`config.mk`:
```
export PLATFORM = sky130hd
export DESIGN_NAME = block_refill_ctrl
export DESIGN_NICKNAME = d
export VERILOG_FILES = /design/src/rtl/block_refill_ctrl_pkg.sv /design/src/rtl/block_refill_ctrl_victim_select.sv /design/src/rtl/block_refill_ctrl.sv
export SDC_FILE = /design/constraint.sdc
export NUM_CORES = 1
export LEC_CHECK = 0
export ABC_AREA = 0
export CAP_MARGIN = 10
export CORE_AREA = 2 2 252 254
export CTS_BUF_LIST = sky130_fd_sc_hd__clkbuf_4 sky130_fd_sc_hd__clkbuf_8
export CTS_CLUSTER_DIAMETER = 30
export CTS_CLUSTER_SIZE = 20
export DETAILED_ROUTE_END_ITERATION = 6
export DIE_AREA = 0 0 254 256
export GPL_TIMING_DRIVEN = 1
export PLACE_DENSITY = 0.63
export SLEW_MARGIN = 15
export SYNTH_ARGS = -nofsm -noshare
export SYNTH_HDL_FRONTEND = slang
export SYNTH_SLANG_ARGS = --single-unit
```
`constraint.sdc`:
```
create_clock -name clk -period 30.4 [get_ports clk]
set_input_delay 3.04 -clock clk [delete_from_list [all_inputs] [get_ports clk]]
set_output_delay 3.04 -clock clk [all_outputs]
set_load 0.005 [all_outputs]
```
`src/rtl/block_refill_ctrl_pkg.sv`:
```
// rtl/block_refill_ctrl_pkg.sv - shared sizes, FSM encoding and memory address composition
package block_refill_ctrl_pkg;

  localparam int TAG_W    = 25;
  localparam int WORDS    = 16;
  localparam int WAYS     = 8;
  localparam int SETS     = 2;
  localparam int OFFSET_W = 6;
  localparam int SET_W    = 1;
  localparam int WIDX_W   = 4;
  localparam int PTR_W    = 3;
  localparam int DATA_W   = 32;
  localparam int ADDR_W   = TAG_W + SET_W + OFFSET_W;
  localparam int BLK_W    = WORDS * DATA_W;

  localparam logic [2:0] ST_IDLE  = 3'd0;
  localparam logic [2:0] ST_REQ   = 3'd1;
  localparam logic [2:0] ST_WAIT  = 3'd2;
  localparam logic [2:0] ST_WRITE = 3'd3;
  localparam logic [2:0] ST_DONE  = 3'd4;

  // Byte address of one word of the line: {tag, set, word index, 2'b00}
  function automatic logic [ADDR_W-1:0] compose_addr(
    input logic [TAG_W-1:0]  t,
    input logic [SET_W-1:0]  s,
    input logic [WIDX_W-1:0] w
  );
    return {t, s, w, 2'b00};
  endfunction

endpackage

```
`src/rtl/block_refill_ctrl_victim_select.sv`:
```
// rtl/block_refill_ctrl_victim_select.sv - lowest invalid way, else round-robin pointer
module victim_select
  import block_refill_ctrl_pkg::*;
(
  input  logic [WAYS-1:0]  valid_in,
  input  logic [PTR_W-1:0] pointer,
  output logic [WAYS-1:0]  line_select,
  output logic             used_rr
);

  // Priority encode the first free way; fall back to the set's pointer when all are valid
  always_comb begin
    line_select = '0;
    used_rr     = 1'b1;
    for (int i = WAYS - 1; i >= 0; i--) begin
      if (!valid_in[i]) begin
        line_select    = '0;
        line_select[i] = 1'b1;
        used_rr        = 1'b0;
      end
    end
    if (used_rr) begin
      line_select = WAYS'(1) << pointer;
    end
  end

endmodule

```
`src/rtl/block_refill_ctrl.sv`:
```
// rtl/block_refill_ctrl.sv - cache line refill: fetch 16 words, assemble line, write victim way
module block_refill_ctrl
  import block_refill_ctrl_pkg::*;
(
  input  logic              clk,
  input  logic              reset,
  input  logic              missReq,
  input  logic [TAG_W-1:0]  cpuTag,
  input  logic              cpuSet,
  input  logic [WAYS-1:0]   validIn,
  output logic              memRead,
  output logic [ADDR_W-1:0] memAddr,
  input  logic [DATA_W-1:0] memRdata,
  input  logic              memRvalid,
  output logic [BLK_W-1:0]  blockData,
  output logic [TAG_W-1:0]  tag,
  output logic              valid,
  output logic              setSelect,
  output logic [WAYS-1:0]   lineSelect,
  output logic              fillWrite,
  output logic              busy
);

  logic [2:0]                  state;
  logic [2:0]                  next_state;
  logic [WIDX_W-1:0]           word_idx;
  logic                        victim_rr;
  logic [SETS-1:0][PTR_W-1:0]  rr_ptr;
  logic [WAYS-1:0]             vs_line;
  logic                        vs_rr;

  victim_select u_victim_select (
    .valid_in    (validIn),
    .pointer     (rr_ptr[cpuSet]),
    .line_select (vs_line),
    .used_rr     (vs_rr)
  );

  assign memAddr = compose_addr(tag, setSelect, word_idx);

  // State register; reset abandons any fill in progress
  always_ff @(posedge clk or posedge reset) begin
    if (reset) begin
      state <= ST_IDLE;
    end else begin
      state <= next_state;
    end
  end

  // Next-state: one read outstanding at a time, DONE waits for the miss to clear
  always_comb begin
    next_state = state;
    case (state)
      ST_IDLE:  if (missReq) next_state = ST_REQ;
      ST_REQ:   next_state = ST_WAIT;
      ST_WAIT: begin
        if (memRvalid) begin
          next_state = (word_idx == WIDX_W'(WORDS - 1)) ? ST_WRITE : ST_REQ;
        end
      end
      ST_WRITE: next_state = ST_DONE;
      ST_DONE:  if (!missReq) next_state = ST_IDLE;
      default:  next_state = ST_IDLE;
    endcase
  end

  // Strobes and status decoded from the current state
  always_comb begin
    memRead   = (state == ST_REQ);
    fillWrite = (state == ST_WRITE);
    valid     = (state == ST_WRITE);
    busy      = (state != ST_IDLE);
  end

  // Request latch at acceptance, word assembly, and round-robin advance on the line write
  always_ff @(posedge clk or posedge reset) begin
    if (reset) begin
      tag        <= '0;
      setSelect  <= 1'b0;
      lineSelect <= '0;
      victim_rr  <= 1'b0;
      word_idx   <= '0;
      blockData  <= '0;
      rr_ptr     <= '0;
    end else begin
      case (state)
        ST_IDLE: begin
          if (missReq) begin
            tag        <= cpuTag;
            setSelect  <= cpuSet;
            lineSelect <= vs_line;
            victim_rr  <= vs_rr;
            word_idx   <= '0;
          end
        end
        ST_WAIT: begin
          if (memRvalid) begin
            blockData[{word_idx, 5'd0} +: DATA_W] <= memRdata;
            if (word_idx != WIDX_W'(WORDS - 1)) begin
              word_idx <= word_idx + 1'b1;
            end
          end
        end
        ST_WRITE: begin
          if (victim_rr) begin
            rr_ptr[setSelect] <= rr_ptr[setSelect] + 1'b1;
          end
        end
        default: ;
      endcase
    end
  end

endmodule

```
Word-level counts from Yosys, hierarchy flattened
Cells that the tools add are included.
Word-level totals
  memories: 0
  memory bits (read-only): 0
  RAM bits: 0
  register bits after elaboration: 560
  bits in latches: 0
Cells by class
  multipliers: 0
  reductions and logical operators: 9
  bitwise operators: 0
  $lt $le $gt $ge: 3
  shifts and indexed selects: 3
  divide/modulo/power cells: 0
  add/subtract/negate cells: 3
  multiplexer cells: 34
  equality and inequality tests: 10
Operators with widths (count)
  512-bit bitwise mux: 1
  32-bit by 11-bit variable shift with 512-bit output, first input constant: 1
  32-bit by 11-bit variable part select with 512-bit output: 1
  8-bit two-way mux: 9
  3-bit two-way mux: 8
  3-bit one-hot mux with 5 select lines: 1
  4-bit two-way mux: 3
  9-bit negator with 11-bit output: 1
  1-bit two-way mux: 8
  2-bit != test, second input constant: 4
  4-bit one-hot mux with 2 select lines: 1
  1-bit by 3-bit left shift with 8-bit output, first input constant: 1
  6-bit bitwise mux: 1
  3-bit by 2-bit == test with 1-bit output, second input constant: 2
  2-bit AND reduction: 3
  4-bit by 1-bit adder with 4-bit output, second input constant: 1
  4-bit == test, second input constant: 1
  1-bit by 2-bit less-than comparator with 1-bit output, second input constant: 2
  4-bit != test, second input constant: 1
  4-bit AND reduction: 1
  3-bit by 1-bit adder with 3-bit output, second input constant: 1
  3-bit demux with 1-bit select: 1
  3-bit by 1-bit == test with 1-bit output, second input constant: 1
  3-bit == test, second input constant: 1
  other kinds (7): 7

Depth between registers and ports, before layout
  depth after elaboration: 9
  gate-level depth with buffers: 9
  mapped depth without buffers: 6

Modules after synthesis
A second synthesis with hierarchy kept.
Unflattened totals
  cell total of the unflattened synthesis: 1518
  area total of the unflattened synthesis: 22654.2 um^2
By module, submodules not included
  block_refill_ctrl: seq. area each 14013.4 um^2, area each 22476.6 um^2, times used 1, cells each 1489
  victim_select: seq. area each 0.0 um^2, area each 177.7 um^2, times used 1, cells each 29

Worst setup path before layout
Ideal clock, no wire load.
  path type: input -> register
  start point: in memRvalid
  end point: reg blockData[180]
  required time: 30275 ps
  setup slack: 25879 ps
  arrival time: 4397 ps
  path buffers: 2
  cell stages on the path: 6
  path through: and4bb_2 a21boi_1 and3_1 buf_2 buf_2 mux2_2
Between the ends
  word-level cells in the longest chain between the ends: 1
Ends and longest elaborated chain
  start, declared: line block_refill_ctrl.sv:14  | input logic memRvalid,
  2-bit AND reduction (no line)
  end signal, assigned by index: line block_refill_ctrl.sv:98  | blockData[{word_idx, 5'd0} +: DATA_W] <= memRdata;
  end, declared: line block_refill_ctrl.sv:15  | output logic [BLK_W-1:0] blockData,
Every way passes these cells.
A chain may end at the register's enable or synchronous reset.

==> impl_results.md <==
* Placer Congestion at 0.7886
* Synth area leader: dfrtp_1
* Worst r2r dst: blockData[65]
* Post-synth ARST share at 100.0%
* Via count of the first global-routing pass at 16160
* Switching Share at 27.26%
* TritonCTS Sinks at 560
* Fin. Hold Viols at 0
* Hold_sp: rr_ptr[2]
* Die Ht at 256 µm
* Yosys warns at 0
* Clock Skew at 0.04184 ns
* Cell Int Power at 1.706 mW
* Crit path setup slack, layout at 24.31 ns
* DP Area at 0.02939 mm²
* Die Area at 0.06502 mm²
* Io pins at 652
* Final Cycle Share at 20.03%
* Avg Cell Area, Syn at 15.14 µm²
* CP Cell Sequence: clkdlybuf4s50_1, inv_8, buf_4, buf_4, buf_12
* R2R depth at 6
* EDFF count, synth at 0
* Part of the power in registers at 38.2%
* Global-route wire length before repair at 108600 µm
* Hold EP: rr_ptr[2]
* PwrDens at 72.37 mW/mm²
* Least-Margin Pin Slew at 1.097 ns
* CP max FO at 176
* Max VDD drop at 0.04829 mV
* FMAX at 164.2 MHz
* Crit path launch type: primary input
* Slew HR at 26.80%
* Final cell count without fillers at 3095
* Pre-CTS WS at 23.38 ns
* Top_reg_cell synth: dfrtp_1
* Synthesized flop and latch total at 560
* Hold Path Cell Cnt at 1
* R2R Setup Slk at 25.80 ns
* Critical path's top delay family: buffers and inverters
* Port Buffer Count at 649
* Largest net degree at the start of global routing at 177
* Number of fill cells at 5381
* Pre-antenna DRT Iters at 4
* Drt via density at 4.786
* CTS clock-pin slew for the worst setup and hold paths at 0.05 ns
* Clock latency on the worst-skew pair at 0.72 ns
* Initial DRC Count at 743
* Hold/Removal Path Class: reg2reg
* RSZ-0062 raised after global routing: no
* DR DRC count at 0
* Final antenna-violating net count at 0
* Total Neg Setup Slack at 0 ns
* Cell area after synthesis at 0.02247 mm²
* Global route overflow at 0
* Most common cell after layout, fill and taps aside: clkdlybuf4s50_1
* CTS Hold Bufs at 0
* Clock share of power at 41.9%
* Critical Path RT at 31.08 ns
* Initial Util at 36.01%
* Ratio of cells with drive above 1 in the final layout at 33.72%
* Initial antenna violation count at 5
* RR Startpoint: word_idx[0]
* Core ar. at 0.06239 mm²
* Slew Viols, Final at 0
* Comb power frac at 19.9%
* Cell row count at 92
* Routed WL at 74230 µm
* Die X at 254 µm
* Worst EP arrival at 6.77 ns
* Most frequent cells in the layout: 649 x clkdlybuf4s50_1, 559 x dfrtp_1, 424 x mux2_2, 146 x clkbuf_8, 90 x nand2_1
* CP peak stage delay at 0.93 ns
* Via count at 14810
* Net load switching power at 0.6391 mW
* Postcts setup bufs at 0
* Synth top area share at 62.37%
* Design area at 0.03240 mm²
* Dpl hpwl at 51700 µm
* Worst Setup End Kind: asynchronous set/reset pin
* Crit Path Category: in2async
* CTS Buffer Depth at 3
* Post-CTS sizing at 0
* Nets at 2214
* Wire length per cell at 23.98 µm
* Num CTS Buffers at 121
* CTS tree: done
* Crit path max-delay cell type: buf_4
* Placed Cells at 2863
* Synth area leaders: dfrtp_1 62%, mux2_2 21%, mux2_4 4.0%, mux2_1 1.7%, nand2_1 1.5%
* Root buf cell: clkbuf_8
* Top cell by count, worst path: buf_4
* Area grow syn2layout at 44.19%
* Total GRT Usage at 22.65%
* Mapped Cells at 1484
* Final setup vio count at 0
* Crit path buf inv count at 5
* # H-tree levels at 3
* Pleak at 15.40 nW
* Cell variety after synth at 55
* Tot Pwr at 2.345 mW
* Post-synthesis sequential area ratio at 62.37%
* Clock period minus final worst setup slack at 6.091 ns
* Max_cap viols at 0
* Outcome: finished clean
## flip-flops by register name (all words and copies together) (netlist names)
register / count
blockData: 512
tag: 25
lineSelect: 8
rr_ptr: 6
word_idx: 4
state: 3
setSelect: 1
victim_rr: 1
## area by class of cell
type / count / area (µm²) / area share (%)
Timing Repair Buffer: 671 / 6674 / 20.60
Clock inverter: 63 / 844.6 / 2.607
Inverter: 8 / 37.54 / 0.1159
Sequential cell: 560 / 14010 / 43.26
Tap cell: 846 / 1059 / 3.267
Antenna cell: 4 / 10.01 / 0.03090
Clock buffer: 165 / 2152 / 6.642
Multi-Input combinational cell: 778 / 7607 / 23.48
## routing by layer
| layer | track usage, % | share of wire (%) | vias to the layer above |
|---|---|---|---|
| met3 | 9.326 | 9.5 | 141 |
| met4 | 8.350 | 3.0 | 4 |
| li1 | - | - | 6484 |
| met1 | 26.14 | 39 | 7660 |
| met2 | 37.55 | 49 | 525 |
| met5 | 0 | 0.036 | - |
## worst max-delay path by stage
stage,start,endpoint,slack [ns],depth (start not counted)
after detailed placement,reset,blockData[289],23.38,5
after global placement,reset,blockData[41],23.50,5
after CTS,reset,blockData[6],24.17,5
after global routing,reset,blockData[318],23.74,5
final,reset,blockData[318],24.31,5
after floorplan,reset,blockData[0],11.70,1
## cells by family after synthesis
kind of cell / Yosys count / share of synthesized area [%]
buffers and inverters: 147 / 4.009
DFF: 560 / 62.37
AOI/OAI and AO/OA: 26 / 0.7853
and+or+nand+nor: 220 / 5.312
adders and majority gates: 4 / 0.2228
muxes: 521 / 27.09
other: 1 / 0.01669
xor gates and xnor gates: 5 / 0.1949
## cell usage after synthesis, types with 3 or more instances
cell type and instances:
buf_6 10, nand2b_1 5, a21oi_1 4, mux2_2 424
or3_1 3, nor4_1 3, o21ai_0 5, buf_4 38
nand2_1 90, ha_1 4, and2_1 33, buf_2 27
and3_1 34, nand3_1 14, mux2_1 33, clkbuf_1 25
nor2_1 7, nor3_1 5, dfrtp_1 560, buf_12 6
mux2i_1 4, a31oi_1 5, inv_1 8, nor3b_1 4
mux2_4 60, buf_1 33, xnor2_1 4
## stage by stage
| stage | utilization (%) | hold slack, ns |
|---|---|---|
| 4_1_cts | 51.91 | 0.4769 |
| 3_3_place_gp | 47.11 | 0.4607 |
| 6_report | 51.93 | 0.4714 |
| 2_1_floorplan | - | 0.4402 |
| 3_5_place_dp | 47.11 | 0.4664 |
| 5_1_grt | 51.92 | 0.4891 |
## power by group through the flow
stage / combinational (mW) / clock (mW) / sequential [mW]
after detailed placement: 0.472 / 0 / 0.906
after global placement: 0.466 / 0 / 0.902
after floorplan: 0.195 / 0 / 0.895
final: 0.467 / 0.983 / 0.895
after CTS: 0.474 / 1.00 / 0.895
after global routing: 0.500 / 1.05 / 0.906
Power figures use the tool's default switching activity.
